`config.mk`:
```
export PLATFORM = sky130hd
export DESIGN_NAME = sw_result_writer
export DESIGN_NICKNAME = d
export VERILOG_FILES = /design/src/rtl/sw_result_writer.sv
export SDC_FILE = /design/constraint.sdc
export NUM_CORES = 2
export LEC_CHECK = 0
export ABC_CLOCK_PERIOD_IN_PS = 43000
export CAP_MARGIN = 20
export CORE_ASPECT_RATIO = 0.8
export CORE_MARGIN = 4
export CORE_UTILIZATION = 37
export CTS_BUF_LIST = sky130_fd_sc_hd__clkbuf_16
export CTS_CLUSTER_DIAMETER = 50
export DETAILED_ROUTE_END_ITERATION = 8
export PLACE_DENSITY = 0.57
export SLEW_MARGIN = 20
export SYNTH_ARGS = -nofsm -noshare
export SYNTH_HDL_FRONTEND = slang
export SYNTH_SLANG_ARGS = --single-unit
```
`constraint.sdc`:
```
create_clock -name clk -period 43 [get_ports clk]
set_input_delay 4.3 -clock clk [delete_from_list [all_inputs] [get_ports clk]]
set_output_delay 4.3 -clock clk [all_outputs]
set_load 0.02 [all_outputs]
```
`src/rtl/sw_result_writer.sv`:
```
// Result writer for the systolic convolution array: buffers array results in a small FIFO and
// drains them as addressed memory writes. Optional ReLU on capture via SW_RESULT_RELU_EN.
module sw_result_writer #(
    parameter int unsigned DATA_W     = 512,
    parameter int unsigned ADDR_W     = 16,
    parameter int unsigned FIFO_DEPTH = 8
) (
    input  logic              clk,
    input  logic              resetb,
    input  logic              start,
    input  logic [ADDR_W-1:0] base_addr,
    input  logic              in_valid,
    input  logic [DATA_W-1:0] in_data,
    input  logic              in_finished,
    output logic              wr_valid,
    output logic [ADDR_W-1:0] wr_addr,
    output logic [DATA_W-1:0] wr_data,
    input  logic              wr_ready,
    output logic              busy,
    output logic              section_done,
    output logic              overflow,
    output logic [15:0]       words_written
);

    localparam int unsigned PTR_W = $clog2(FIFO_DEPTH);

    typedef enum logic [1:0] {StIdle, StCollect, StDrain, StDone} state_e;

    state_e            state_q, state_d;
    logic              fin_q;
    logic [PTR_W:0]    wr_ptr_q, rd_ptr_q;
    logic [ADDR_W-1:0] addr_q;
    logic [15:0]       words_q;
    logic              overflow_q;
    logic [DATA_W-1:0] mem_q [FIFO_DEPTH];

    logic              empty, full, pop, push_req, push, drop, start_ok;
    logic [DATA_W-1:0] push_data;

    assign empty    = (wr_ptr_q == rd_ptr_q);
    assign full     = (wr_ptr_q[PTR_W] != rd_ptr_q[PTR_W]) &&
                      (wr_ptr_q[PTR_W-1:0] == rd_ptr_q[PTR_W-1:0]);
    assign pop      = !empty && wr_ready;
    assign push_req = (state_q == StCollect) && in_valid;
    // A simultaneous pop frees a slot, so a full FIFO can still accept the word.
    assign push     = push_req && (!full || pop);
    assign drop     = push_req && full && !pop;
    assign start_ok = (state_q == StIdle) && start;

    always_comb begin
        push_data = in_data;
`ifdef SW_RESULT_RELU_EN
        for (int i = 0; i < int'(DATA_W / 32); i++) begin
            if (in_data[32*i+31]) push_data[32*i +: 32] = '0;
        end
`endif
    end

    always_comb begin
        state_d = state_q;
        unique case (state_q)
            StIdle:    if (start) state_d = StCollect;
            StCollect: if (fin_q && !in_finished) state_d = StDrain;
            StDrain:   if (empty) state_d = StDone;
            StDone:    state_d = StIdle;
            default:   state_d = StIdle;
        endcase
    end

    always_ff @(posedge clk) begin
        if (!resetb) begin
            state_q    <= StIdle;
            fin_q      <= 1'b0;
            wr_ptr_q   <= '0;
            rd_ptr_q   <= '0;
            addr_q     <= '0;
            words_q    <= '0;
            overflow_q <= 1'b0;
        end else begin
            state_q <= state_d;
            fin_q   <= in_finished;
            if (start_ok) begin
                wr_ptr_q   <= '0;
                rd_ptr_q   <= '0;
                addr_q     <= base_addr;
                words_q    <= '0;
                overflow_q <= 1'b0;
            end else begin
                if (push) wr_ptr_q <= wr_ptr_q + (PTR_W+1)'(1);
                if (pop) begin
                    rd_ptr_q <= rd_ptr_q + (PTR_W+1)'(1);
                    addr_q   <= addr_q + ADDR_W'(1);
                    if (words_q != 16'hFFFF) words_q <= words_q + 16'd1;
                end
                if (drop) overflow_q <= 1'b1;
            end
        end
    end

    // Storage needs no reset; wr_data is masked while the FIFO is empty.
    always_ff @(posedge clk) begin
        if (push) mem_q[wr_ptr_q[PTR_W-1:0]] <= push_data;
    end

    assign wr_valid      = !empty;
    assign wr_addr       = addr_q;
    assign wr_data       = empty ? '0 : mem_q[rd_ptr_q[PTR_W-1:0]];
    assign busy          = (state_q != StIdle);
    assign section_done  = (state_q == StDone);
    assign overflow      = overflow_q;
    assign words_written = words_q;

endmodule

```
* Word-level counts from Yosys, hierarchy flattened
Memories as Yosys holds them, arrays and structs flattened. A register that Yosys moved wholly into a read port is not among the register bits. Index checks and enable logic that the tools add are counted.
Word-level totals: register bits after elaboration 44, word-level logic and storage cells 53, output and inout bits 548, input bits 534, bits in writable memories 4096, memories 1
Memory list:
- mem_q | depth 8, width 512, read ports 1, clocked after memory_dff 1, wr ports 1, RTL line 35 | logic [DATA_W-1:0] mem_q [FIFO_DEPTH];
Cells by class: reductions and logical operators 19, multiplexer cells 11, equality and inequality tests 10, add/subtract/negate cells 4, bitwise operators 1
Operators by type and width (number):
- $mux 512 | 1
- $add 16x1->16 const B | 2
- $mux 16 | 2
- $ne 16x16->1 const B | 1
- $add 4x1->4 const B | 2
- $logic_and 1x1->1 | 8
- $pmux 2 s4 | 1
- $mux 2 | 3
- $mux 3 | 2
- $eq 2x2->1 const B | 2
- $eq 4x4->1 | 1
- $logic_not 1->1 | 4
- $ne 2x2->1 const B | 2
- $reduce_bool 2->1 | 2
- $eq 3x3->1 | 1
- $reduce_and 3->1 | 1
- $eq 2x1->1 const B | 1
- $logic_not 2->1 | 1
- $mux 1 | 2
- $ne 2x1->1 const B | 1
- $reduce_and 2->1 | 1
- $reduce_or 2->1 | 1
- $logic_or 1x1->1 | 1
- $ne 1x1->1 | 1
- $not 1->1 | 1

* Longest topological paths before layout
word-level depth 7, mapped depth 7

* Least setup slack after synthesis
No wires, ideal clock.
kind input port to flip-flop, start point input port in_valid, end point memory mem_q[0][0] (enable), path slack 1.617 ns, stages 4, arrival time 39.367 ns, buffers on the path 0, path through and2_1 -> a21boi_1 -> nand2b_1 -> nor3_1
Between the ends: word-level cells in the longest chain between the ends 4
Ends and longest elaborated chain:
- start, declared | RTL line 12 | input logic in_valid,
- $logic_and 1x1->1 | RTL line 44 | assign push_req = (state_q == StCollect) && in_valid;
- $logic_and 1x1->1 | RTL line 46 | assign push = push_req && (!full || pop);
- $mux 1 | RTL line 102 | if (push) mem_q[wr_ptr_q[PTR_W-1:0]] <= push_data;
- $mux 1 (implied by the code) | RTL line 102
- end, declared | RTL line 35
No other way between the ends.

==> impl_metrics.tcl <==
set metrics [dict create \
    outcome "finished, final reports clean" \
    fmax_mhz 84.3 \
    avgSynthCellArea_um2 23.2 \
    ant_nets 0 \
    clkPwrFrac 0.391 \
    final-setup-viol-count 0 \
    clk_pin_slew_worst_paths_ns 0.06 \
    port_buffers 1081 \
    postSynth.asyncResetShare 0 \
    hp-start "overflow" \
    die_area_mm2 0.435 \
    swShare 0.234 \
    start_kind "register" \
    synth_edf_count 4096 \
    ios 1082 \
    synth_area_leader_cell "edfxtp_1" \
    synthTopCellsByCount "edfxtp_1 (4,096), mux4_2 (1,024), nor2_1 (540), mux2i_1 (515), buf_2 (149)" \
    drtPass1Iterations 7 \
    coreArea_mm2 0.422 \
    hold-path-cell-count 2 \
    post_cts_buffers 0 \
    drcViolationCount 0 \
    cts-hold-fix-buffers 0 \
    rrSetupSlack_ns 36.63 \
    internal-power_uw 6910 \
    hp-class "register to register" \
    switchingPower_uw 2110 \
    grt_pass1_vias 75400 \
    synth_flop_cell "edfxtp_1" \
    wl_um 393000 \
    drive_above_1_share 0.211 \
    max_slew.worst_pin.slew_ns 1.14 \
    grt_max_degree 137 \
    report.final.slew_viol_count 0 \
    power_frac_seq 0.507 \
    dp.final_hpwl_um 232000 \
    r2r-end "mem_q[0][460]" \
    grt_first_pass_wirelength_um 562000 \
    clkSinkCount 4143 \
    synth_area_mm2 0.157 \
    hold_viol_final 0 \
    cts_tree "built" \
    slew-limit-headroom 0.241 \
    fp.dieW_um 736 \
    fin_tns_setup_ns 0 \
    finalWeightedCongestion 0.777 \
    crit_type "register to output pin" \
    htreeDepth 5 \
    p_per_area_mw_per_mm2 47.9 \
    syn-num-nets 7313 \
    start_util 0.372 \
    yosysWarningCount 0 \
    grt_usage 0.176 \
    critPathRequiredTime_ns 38.70 \
    netlist_top_cells_area "edfxtp_1 (78%), mux4_2 (15%), mux2i_1 (3.3%), nor2_1 (1.3%), dfxtp_1 (0.60%)" \
    ys_types 42 \
    post-synth-top-count-cell "edfxtp_1" \
    ys_ff_latch 4143 \
    cts-root-buf "clkbuf_16" \
    grt-ovfl-total 0 \
    cts_resized 0 \
    die_h_um 591 \
    std_cell_rows 213 \
    worstPathArrival_ns 7.56 \
    numCtsBuffers 418 \
    timing.rr.start "wr_ptr_q[2]" \
    cp-end-kind "output pin" \
    dr.first_iter.drc_count 6348 \
    vias_per_cell 5.26 \
    combPwrFrac 0.102 \
    holdPathEnd "overflow" \
    period_needed_ns 11.86 \
    fillerInstances 35400 \
    power_uw 9020 \
    cellLeakagePower_uw 0.0561 \
    ir_drop_mv 0.0358 \
    synth_top_area_frac 0.783 \
    finalCritPeriodShare 0.276 \
    fin_nets 8604 \
    clk_path_buf_depth 4 \
    path_max_fanout 71 \
    yosysSeqAreaShare 0.789 \
    fin_worst_skew_ns 0.0828 \
    rsz0062_at_grt "false" \
    ff2ff_path_depth 10 \
    vias 73800 \
    wire_per_inst_um 28.0 \
    antenna_found_initial 151 \
    clk_latency_ns 0.96 \
    drv_cap 0 \
    synthCells 6770 \
    syn_to_final_growth_pct 19.9 \
]
-- critical path, cell delays in order, from the launching register on --
cell and delay (ns):
dfxtp_4 0.73, buf_4 0.82, buf_4 0.68, buf_4 0.80, buf_4 0.91, buf_4 0.92, mux4_2 0.37, mux2i_1 0.07
nor2_1 0.24, clkdlybuf4s50_1 0.68
-- per-layer routing --
| metal | part of all wire | vias up | track usage |
|---|---|---|---|
| li1 | - | 31100 | - |
| met1 | 0.42 | 39600 | 0.242 |
| met2 | 0.48 | 2360 | 0.279 |
| met3 | 0.077 | 676 | 0.0465 |
| met4 | 0.025 | 116 | 0.0450 |
| met5 | 0.0019 | - | 0 |
-- area by class of cell --
| cell class | count | area [µm²] | share of cell area |
|---|---|---|---|
| clock inverter | 348 | 2860 | 0.0152 |
| clock buffer | 421 | 10500 | 0.0560 |
| antenna | 46 | 115 | 0.000612 |
| inverter | 8 | 30.0 | 0.000160 |
| timing repair buffer | 1226 | 12200 | 0.0646 |
| sequential | 4143 | 124000 | 0.659 |
| tap | 5590 | 6990 | 0.0372 |
| multi-input combinational | 2264 | 31600 | 0.168 |
-- power groups by stage --
| stage | Clock (µW) | Sequential (µW) | Combinational [µW] |
|---|---|---|---|
| 6_report | 3530 | 4580 | 918 |
| 5_1_grt | 3790 | 4580 | 978 |
| 2_1_floorplan | 0 | 4800 | 482 |
| 3_5_place_dp | 0 | 4660 | 933 |
| 4_1_cts | 3620 | 4580 | 937 |
| 3_3_place_gp | 0 | 4660 | 927 |
-- logic make-up after synthesis --
family,count (synthesis),share of synthesized area
buffers and inverters,363,0.00991
muxes,1539,0.180
DFF,4143,0.789
adders and majority gates,9,0.000717
and+or+nand+nor,619,0.0158
xor gates and xnor gates,34,0.00204
AOI/OAI and AO/OA,63,0.00241
-- worst max-delay path by stage --
| stage | start | end | cells past startpoint | slack, ns |
|---|---|---|---|---|
| 5_1_grt | register | wr_data[391] | 10 | 30.38 |
| 4_1_cts | register | wr_data[426] | 9 | 30.81 |
| 3_3_place_gp | register | wr_data[426] | 9 | 32.04 |
| 3_5_place_dp | register | wr_data[426] | 9 | 31.97 |
| 2_1_floorplan | in_valid | mem_q[0][0] | 4 | 1.62 |
| 6_report | register | wr_data[426] | 9 | 31.14 |
-- through the flow --
stage                     std cells  utilization  worst slack, ns  hold WS, ns  cell area (µm²)
after floorplan                6770            -             1.62        0.508           157000
after global placement        13200        0.414            32.04        0.459           175000
after detailed placement      13200        0.414            31.97        0.463           175000
after CTS                     14000        0.446            30.81        0.478           188000
after global routing          14000        0.446            30.38        0.538           188000
final                         14000        0.446            31.14        0.473           188000
-- cell usage in the layout, fill, tap and decap left out, drive strengths merged, types with 7 or more instances in the layout --
cell	instances
a211oi	7
a21oi	25
buf	145
bufinv	32
clkbuf	421
clkdlybuf4s50	1081
clkinv	194
clkinvlp	12
dfxtp	47
diode	46
edfxtp	4096
ha	9
inv	118
mux2i	515
mux4	1024
nand2	23
nand3	8
nand4	13
nor2	540
nor3	9
o21ai	16
xnor2	17
xor2	17
-- sequential cells by signal, summed over array words and instances (netlist names), named ones only --
| name | count |
|---|---|
| wr_addr | 16 |
| mem_q | 4096 |
| overflow | 1 |
| words_written | 16 |
| state_q | 2 |
| fin_q | 1 |
| wr_ptr_q | 4 |
| rd_ptr_q | 4 |
Power figures use the tool's default switching activity.
